**src/rtl/yarp_wb_writer_if.sv**
```systemverilog
// Load-response and ALU-result handshakes into the writeback writer.
// slave: the writer (accepts results); master: LSU/execute producers.
interface yarp_wb_writer_if;
  logic        lsu_valid_i;
  logic        lsu_ready_o;
  logic [4:0]  lsu_rd_i;
  logic [31:0] lsu_data_i;
  logic [2:0]  lsu_funct3_i;
  logic [1:0]  lsu_byte_off_i;
  logic        alu_valid_i;
  logic        alu_ready_o;
  logic [4:0]  alu_rd_i;
  logic [31:0] alu_data_i;

  modport slave (
    input  lsu_valid_i,
    input  lsu_rd_i,
    input  lsu_data_i,
    input  lsu_funct3_i,
    input  lsu_byte_off_i,
    input  alu_valid_i,
    input  alu_rd_i,
    input  alu_data_i,
    output lsu_ready_o,
    output alu_ready_o
  );

  modport master (
    output lsu_valid_i,
    output lsu_rd_i,
    output lsu_data_i,
    output lsu_funct3_i,
    output lsu_byte_off_i,
    output alu_valid_i,
    output alu_rd_i,
    output alu_data_i,
    input  lsu_ready_o,
    input  alu_ready_o
  );
endinterface

```
**src/rtl/yarp_wb_writer.sv**
```systemverilog
// Writeback writer: arbitrates LSU/ALU onto the regfile write port,
// formats loads, and scoreboards destinations with loads in flight.
// Ports: clk/reset_n, ld_issue_i/ld_rd_i (scoreboard set), bus
// (LSU/ALU handshakes), rd_addr_o/wr_en_o/wr_data_o (regfile),
// rs1/rs2/rdchk lookups with *_busy_o, sticky err_o.
module yarp_wb_writer #(
  parameter int NUM_REGS = 32
) (
  input  logic        clk,
  input  logic        reset_n,
  input  logic        ld_issue_i,
  input  logic [4:0]  ld_rd_i,
  yarp_wb_writer_if.slave bus,
  output logic [4:0]  rd_addr_o,
  output logic        wr_en_o,
  output logic [31:0] wr_data_o,
  input  logic [4:0]  rs1_addr_i,
  input  logic [4:0]  rs2_addr_i,
  input  logic [4:0]  rdchk_addr_i,
  output logic        rs1_busy_o,
  output logic        rs2_busy_o,
  output logic        rdchk_busy_o,
  output logic        err_o
);

  localparam logic [2:0] F3_LB  = 3'b000;
  localparam logic [2:0] F3_LH  = 3'b001;
  localparam logic [2:0] F3_LW  = 3'b010;
  localparam logic [2:0] F3_LBU = 3'b100;
  localparam logic [2:0] F3_LHU = 3'b101;

  logic [NUM_REGS-1:0] pending_q, pending_d;
  logic [NUM_REGS-1:0] set_vec, clr_vec;
  logic                wr_en_q, wr_en_d;
  logic [4:0]          rd_q, rd_d;
  logic [31:0]         data_q, data_d;
  logic                src_lsu_q, src_lsu_d;
  logic                err_q, err_d;

  logic        lsu_fire, alu_fire;
  logic [31:0] shifted;
  logic [7:0]  byte_v;
  logic [15:0] half_v;
  logic [31:0] ld_data;
  logic        f3_bad;

  // LSU has fixed priority and is never back-pressured.
  assign bus.lsu_ready_o = 1'b1;
  assign bus.alu_ready_o = ~bus.lsu_valid_i;
  assign lsu_fire = bus.lsu_valid_i;
  assign alu_fire = bus.alu_valid_i & ~bus.lsu_valid_i;

  assign shifted = bus.lsu_data_i >> {bus.lsu_byte_off_i, 3'b000};
  assign byte_v  = shifted[7:0];
  assign half_v  = bus.lsu_byte_off_i[1] ? bus.lsu_data_i[31:16]
                                         : bus.lsu_data_i[15:0];

  always_comb begin
    f3_bad  = 1'b0;
    ld_data = bus.lsu_data_i;
    unique case (1'b1)
      (bus.lsu_funct3_i == F3_LB):
        ld_data = {{24{byte_v[7]}}, byte_v};
      (bus.lsu_funct3_i == F3_LH):
        ld_data = {{16{half_v[15]}}, half_v};
      (bus.lsu_funct3_i == F3_LW):
        ld_data = bus.lsu_data_i;
      (bus.lsu_funct3_i == F3_LBU):
        ld_data = {24'h0, byte_v};
      (bus.lsu_funct3_i == F3_LHU):
        ld_data = {16'h0, half_v};
      default: begin
        f3_bad  = 1'b1;
        ld_data = bus.lsu_data_i;
      end
    endcase
  end

  always_comb begin
    wr_en_d   = 1'b0;
    rd_d      = rd_q;
    data_d    = data_q;
    src_lsu_d = 1'b0;
    if (lsu_fire) begin
      wr_en_d   = (bus.lsu_rd_i != 5'd0);
      rd_d      = bus.lsu_rd_i;
      data_d    = ld_data;
      src_lsu_d = 1'b1;
    end else if (alu_fire) begin
      wr_en_d = (bus.alu_rd_i != 5'd0);
      rd_d    = bus.alu_rd_i;
      data_d  = bus.alu_data_i;
    end
  end

  // Clear on the edge the regfile captures the load; set wins.
  always_comb begin
    set_vec = '0;
    clr_vec = '0;
    if (ld_issue_i && (ld_rd_i != 5'd0))
      set_vec[ld_rd_i] = 1'b1;
    if (wr_en_q && src_lsu_q)
      clr_vec[rd_q] = 1'b1;
    pending_d    = (pending_q & ~clr_vec) | set_vec;
    pending_d[0] = 1'b0;
  end

  always_comb begin
    err_d = err_q;
    if (lsu_fire && (bus.lsu_rd_i != 5'd0) &&
        !pending_q[bus.lsu_rd_i])
      err_d = 1'b1;
    if (ld_issue_i && pending_q[ld_rd_i])
      err_d = 1'b1;
    if (lsu_fire && f3_bad)
      err_d = 1'b1;
  end

  always_ff @(posedge clk) begin
    if (!reset_n) begin
      pending_q <= '0;
      wr_en_q   <= 1'b0;
      rd_q      <= 5'd0;
      data_q    <= 32'd0;
      src_lsu_q <= 1'b0;
      err_q     <= 1'b0;
    end else begin
      pending_q <= pending_d;
      wr_en_q   <= wr_en_d;
      rd_q      <= rd_d;
      data_q    <= data_d;
      src_lsu_q <= src_lsu_d;
      err_q     <= err_d;
    end
  end

  assign rd_addr_o    = rd_q;
  assign wr_en_o      = wr_en_q;
  assign wr_data_o    = data_q;
  assign err_o        = err_q;
  assign rs1_busy_o   = pending_q[rs1_addr_i];
  assign rs2_busy_o   = pending_q[rs2_addr_i];
  assign rdchk_busy_o = pending_q[rdchk_addr_i];

endmodule
```
**src/flat_wrapper.sv**
```systemverilog
// flat-port wrapper written by rule: the top's interface ports become plain ports
module yarp_wb_writer_flat 
#(
  parameter int NUM_REGS = 32
)
  (clk, reset_n, ld_issue_i, ld_rd_i, rd_addr_o, wr_en_o, wr_data_o, rs1_addr_i, rs2_addr_i, rdchk_addr_i, rs1_busy_o, rs2_busy_o, rdchk_busy_o, err_o, bus_lsu_valid_i, bus_lsu_rd_i, bus_lsu_data_i, bus_lsu_funct3_i, bus_lsu_byte_off_i, bus_alu_valid_i, bus_alu_rd_i, bus_alu_data_i, bus_lsu_ready_o, bus_alu_ready_o);
  yarp_wb_writer_if bus_i ();
  input  logic clk;
  input  logic reset_n;
  input  logic ld_issue_i;
  input  logic [4:0] ld_rd_i;
  output logic [4:0] rd_addr_o;
  output logic wr_en_o;
  output logic [31:0] wr_data_o;
  input  logic [4:0] rs1_addr_i;
  input  logic [4:0] rs2_addr_i;
  input  logic [4:0] rdchk_addr_i;
  output logic rs1_busy_o;
  output logic rs2_busy_o;
  output logic rdchk_busy_o;
  output logic err_o;
  input wire logic [$bits(bus_i.lsu_valid_i)-1:0] bus_lsu_valid_i;
  input wire logic [$bits(bus_i.lsu_rd_i)-1:0] bus_lsu_rd_i;
  input wire logic [$bits(bus_i.lsu_data_i)-1:0] bus_lsu_data_i;
  input wire logic [$bits(bus_i.lsu_funct3_i)-1:0] bus_lsu_funct3_i;
  input wire logic [$bits(bus_i.lsu_byte_off_i)-1:0] bus_lsu_byte_off_i;
  input wire logic [$bits(bus_i.alu_valid_i)-1:0] bus_alu_valid_i;
  input wire logic [$bits(bus_i.alu_rd_i)-1:0] bus_alu_rd_i;
  input wire logic [$bits(bus_i.alu_data_i)-1:0] bus_alu_data_i;
  output wire logic [$bits(bus_i.lsu_ready_o)-1:0] bus_lsu_ready_o;
  output wire logic [$bits(bus_i.alu_ready_o)-1:0] bus_alu_ready_o;
  assign bus_i.lsu_valid_i = bus_lsu_valid_i;
  assign bus_i.lsu_rd_i = bus_lsu_rd_i;
  assign bus_i.lsu_data_i = bus_lsu_data_i;
  assign bus_i.lsu_funct3_i = bus_lsu_funct3_i;
  assign bus_i.lsu_byte_off_i = bus_lsu_byte_off_i;
  assign bus_i.alu_valid_i = bus_alu_valid_i;
  assign bus_i.alu_rd_i = bus_alu_rd_i;
  assign bus_i.alu_data_i = bus_alu_data_i;
  assign bus_lsu_ready_o = bus_i.lsu_ready_o;
  assign bus_alu_ready_o = bus_i.alu_ready_o;
  yarp_wb_writer #(.NUM_REGS(NUM_REGS)) u_core (.clk(clk), .reset_n(reset_n), .ld_issue_i(ld_issue_i), .ld_rd_i(ld_rd_i), .bus(bus_i), .rd_addr_o(rd_addr_o), .wr_en_o(wr_en_o), .wr_data_o(wr_data_o), .rs1_addr_i(rs1_addr_i), .rs2_addr_i(rs2_addr_i), .rdchk_addr_i(rdchk_addr_i), .rs1_busy_o(rs1_busy_o), .rs2_busy_o(rs2_busy_o), .rdchk_busy_o(rdchk_busy_o), .err_o(err_o));
endmodule
```
**config.mk**
```make
export PLATFORM = sky130hd
export DESIGN_NAME = yarp_wb_writer_flat
export DESIGN_NICKNAME = d
export VERILOG_FILES = /design/src/rtl/yarp_wb_writer_if.sv /design/src/rtl/yarp_wb_writer.sv /design/src/flat_wrapper.sv
export SDC_FILE = /design/constraint.sdc
export NUM_CORES = 1
export LEC_CHECK = 0
export ABC_AREA = 1
export BUFFER_PORTS_ARGS = -buffer_cell sky130_fd_sc_hd__buf_2
export CAP_MARGIN = 5
export CORE_MARGIN = 1.5
export CORE_UTILIZATION = 53
export DETAILED_ROUTE_END_ITERATION = 8
export PLACE_DENSITY_LB_ADDON = 0.2
export SYNTH_ARGS = -nofsm -noshare
export SYNTH_HDL_FRONTEND = slang
export SYNTH_SLANG_ARGS = --single-unit
export TNS_END_PERCENT = 1
```
**constraint.sdc**
```tcl
create_clock -name clk -period 2.2 [get_ports clk]
set_input_delay 0.55 -clock clk [delete_from_list [all_inputs] [get_ports clk]]
set_output_delay 0.55 -clock clk [all_outputs]
set_load 0.01 [all_outputs]
```
==> results.txt <==
----------------------------------------------------
[Routing]
  TritonRoute pass-1 iters ... 6
  Initial drt markers ... 556
  DR vias/cell ... 5.73
  Via Count ... 6589
  DRC errors left ... 0
  Wire length per cell ... 16.3 um
  Post-DRT Antenna Nets ... 0
  Detailed Route WL ... 18700 um

[STA]
  Worst Skew ... 0.0116 ns
  Shortest clock period the worst path allows after layout ... 2.19 ns
  Maximum clock frequency ... 0.456 GHz
  Setup repair after global routing missed its margin ... true
  PnR worst setup slack ... 0.00725 ns
  Max-slew violation total from the final report ... 0
  Transition time at the pin with the least slew margin ... ~0.59 ns
  Relative slew slack ... 0.606
  Portion of the clock cycle consumed by the worst path in the final layout ... 0.997
  Count of endpoints failing setup in the final report ... 0
  Number of hold violations in the final report ... 0
  Setup TNS ... 0 ns

[Placed design]
  Worst setup timing slack at the placement stage ... -0.0365 ns
  HPWL after DPL ... 13600 um
  Routability Congestion ... 1.00
  Placed cell area ... 6060 um2
  Input/output buffers ... 146

[Synthesis]
  Commonest register cell after synthesis ... sky130_fd_sc_hd__dfxtp_1
  Synth Instances ... 870
  Top cells by area in the synthesized netlist ... sky130_fd_sc_hd__dfxtp_1 27%, sky130_fd_sc_hd__nand2_1 20%, sky130_fd_sc_hd__o21ai_0 9.3%, sky130_fd_sc_hd__a21oi_1 8.0%, sky130_fd_sc_hd__nand3_1 6.5%
  Mapped Nets ... 974
  Seq cells post-synth ... a little over 70
  Sequential-to-total area share from yosys stat ... 0.275
  Top-area cell type share of the netlist area ... 0.275
  Number of enable-type register cells in the synthesized netlist ... 0
  Ys async rst share ... 0
  Post-Syn Area ... 5170 um2
  Library cell with the largest summed area after synthesis ... sky130_fd_sc_hd__dfxtp_1
  Mean post-synth cell area ... 5.94 um2
  Yosys warning count ... 0
  Number of distinct library cells after synthesis ... 38

[Clock tree]
  Clk Tree Root Cell ... sky130_fd_sc_hd__clkbuf_8
  Num CTS Buffers ... 9
  CTS HTree Levels ... 3
  Number of sinks handled by clock tree synthesis ... 71
  Maximum count of clock buffers along a single path ... 2
  Clock transition at the registers of the reported paths ... 0.09 ns
  TritonCTS clock tree ... built
  Clock latency on the worst-skew pair ... 0.35 ns

[Critical path]
  Biggest fanout along the worst timing path ... 6
  Critical path startpoint category ... flip-flop
  Kind of end point of the critical path ... primary output
  Arrival time at the worst endpoint ... ~1.6 ns
  CP Data Required Time ... 1.65 ns
  Classification of the worst setup path ... flip-flop to primary output

[Status]
  Result of the run ... finished, final reports clean

[Global routing]
  Vias in the first global route ... 5801
  Global router's overall resource usage ... 0.361
  Leftover overflow at the end of global routing ... 0
  Maximum number of pins on one net before global-route repair ... 36
  Initial antenna violation count ... 0
  Global-route wire length before repair ... about 29000 um

[Power and ir drop]
  Leakage ... roughly 0.0030 uW
  Peak supply drop ... 337 uV
  Ratio of total power to cell area ... 522 nW/um2

[Floorplan]
  DIE WIDTH ... 102 um
  Die extent in y ... 102 um
  Starting density of the core ... 0.554
  I/O pins ... around 150
  Cell Rows ... 35
  Core ar. ... 9330 um2
  Die ar. ... 10400 um2

[Min path]
  Worst hold path type ... primary input to flip-flop

[Final layout]
  Fraction of final layout cells with drive strength greater than 1 ... 0.251
  Area added between synthesis and finish ... 23.0%
  Post-layout instance area ... 6360 um2
  # nets final ... 1119
  Count of antenna diodes in the layout ... 0

[Run]
  Max-cap violation count ... 0

----------------------------------------------------
cell type report:
| type | count | area [um2] |
|---|---|---|
| clock inverters | 5 | 63.8 |
| multi-input cells | 676 | 3230 |
| flip-flops and latches | 71 | 1450 |
| repair buffers | 173 | 978 |
| repair inverters | 1 | 5.00 |
| clock buffers | 11 | 151 |
| inverters | 83 | 323 |
| fillers | 904 | 2970 |
| well taps | 129 | 161 |
cells in the mapped netlist (3+ instances only):
library cell and number:
sky130_fd_sc_hd__a31oi_1 10, sky130_fd_sc_hd__nand2_1 281, sky130_fd_sc_hd__nand2_2 12, sky130_fd_sc_hd__o22ai_1 7, sky130_fd_sc_hd__a21oi_1 83, sky130_fd_sc_hd__o31ai_1 6, sky130_fd_sc_hd__o2111ai_1 3, sky130_fd_sc_hd__inv_2 15
sky130_fd_sc_hd__o21ai_0 96, sky130_fd_sc_hd__buf_1 4, sky130_fd_sc_hd__nand3_1 67, sky130_fd_sc_hd__nor3_2 9, sky130_fd_sc_hd__clkbuf_1 4, sky130_fd_sc_hd__nor2_1 47, sky130_fd_sc_hd__dfxtp_1 71, sky130_fd_sc_hd__o211ai_1 20
sky130_fd_sc_hd__inv_1 67, sky130_fd_sc_hd__buf_4 6, sky130_fd_sc_hd__o21ai_1 10, sky130_fd_sc_hd__buf_2 23, sky130_fd_sc_hd__nand4_1 4
path summary, 6_finish.rpt:
path	start	endpoint	slack [ns]	cells after the start
setup reg to reg	u_core.pending_q[5]$_SDFF_PN0_	u_core.err_o$_SDFFE_PN0P_	0.73	11
setup / recovery	u_core.pending_q[1]$_SDFF_PN0_	rs2_busy_o	0.007	7
hold / removal	bus_alu_data_i[8]	u_core.wr_data_o[8]$_SDFFE_PN0P_	0.45	3
hold reg to reg	u_core.wr_data_o[9]$_SDFFE_PN0P_	u_core.wr_data_o[9]$_SDFFE_PN0P_	0.49	2
registers in the layout (all words and copies together) (netlist names):
name	flops
u_core.wr_data_o	32
u_core.pending_q	31
u_core.rd_addr_o	5
u_core.err_o	1
u_core.src_lsu_q	1
u_core.wr_en_o	1
cells in the final DEF (no fill, tap or decap), types with 2 or more instances in the layout:
cell,netlist,routed
sky130_fd_sc_hd__buf_2,23,144
sky130_fd_sc_hd__o31ai_1,6,6
sky130_fd_sc_hd__a22o_1,2,2
sky130_fd_sc_hd__nand3_1,67,67
sky130_fd_sc_hd__dfxtp_2,0,10
sky130_fd_sc_hd__buf_6,2,2
sky130_fd_sc_hd__a21oi_1,83,79
sky130_fd_sc_hd__buf_12,0,2
sky130_fd_sc_hd__inv_4,0,3
sky130_fd_sc_hd__inv_1,67,65
sky130_fd_sc_hd__dfxtp_4,0,3
sky130_fd_sc_hd__clkinvlp_4,0,2
sky130_fd_sc_hd__a31oi_1,10,10
sky130_fd_sc_hd__nor3_1,2,2
sky130_fd_sc_hd__a21oi_2,0,4
sky130_fd_sc_hd__o21ai_2,2,3
sky130_fd_sc_hd__nor3_2,9,9
sky130_fd_sc_hd__nor2_1,47,46
sky130_fd_sc_hd__inv_2,15,13
sky130_fd_sc_hd__clkbuf_8,1,11
sky130_fd_sc_hd__o2111ai_1,3,3
sky130_fd_sc_hd__o22ai_1,7,7
sky130_fd_sc_hd__clkinv_4,0,2
sky130_fd_sc_hd__o21ai_1,10,13
sky130_fd_sc_hd__nand4_1,4,4
sky130_fd_sc_hd__or2_1,2,2
sky130_fd_sc_hd__dfxtp_1,71,58
sky130_fd_sc_hd__o21ai_0,96,92
sky130_fd_sc_hd__o211ai_1,20,20
sky130_fd_sc_hd__nor3_4,2,2
sky130_fd_sc_hd__o32ai_1,2,2
sky130_fd_sc_hd__buf_4,6,24
sky130_fd_sc_hd__nand2_1,281,281
sky130_fd_sc_hd__nor2_2,2,3
sky130_fd_sc_hd__nand2_2,12,12
cells by family after synthesis:
group	after synthesis	synth area share
and+or+nand+nor	430	0.357
AOI/OAI and AO/OA	245	0.263
buffers and inverters	123	0.104
DFF	71	0.275
other	1	0.000725
critical path, stage by stage, from the launching register on:
cell,delay [ns]
sky130_fd_sc_hd__dfxtp_1,0.62
sky130_fd_sc_hd__nand3_1,0.12
sky130_fd_sc_hd__o21ai_0,0.10
sky130_fd_sc_hd__o211ai_1,0.10
sky130_fd_sc_hd__nand2_1,0.07
sky130_fd_sc_hd__nor2_1,0.04
sky130_fd_sc_hd__a21oi_1,0.10
sky130_fd_sc_hd__buf_2,0.14
timing repair:
item,CTS,global route
pin swaps,0,6
cloned,0,1
gates resized for setup,3,36
buffers inserted,0,1
hold buffers,0,0
setup endpoints to repair,2,3
hold endpoints to repair,0,0
stage by stage:
stage / cells / power (uW) / hold slack [ns] / utilization
final: 1149 / 3320 / 0.455 / 0.682
after global routing: 1149 / 3470 / 0.459 / 0.682
after CTS: 1147 / 3300 / 0.451 / 0.674
after detailed placement: 1131 / 2180 / 0.484 / 0.650
after global placement: 1131 / 2180 / 0.471 / 0.650
after floorplan: 870 / 1880 / 0.462 / -
per-layer routing:
metal,GRT usage,part of all wire
met2,0.607,0.47
met3,0.0587,0.11
met4,0.189,0.048
met5,0,0
met1,0.445,0.37
where the power goes:
part	leakage, uW	total, uW	internal (uW)	switching, uW
registers	0.000589	1390	1350	49.3
logic	0.00234	786	299	487
clock network	0.000106	1140	594	548
total	0.00303	3320	2240	1080
No activity file was read; power rests on OpenSTA's default activity.
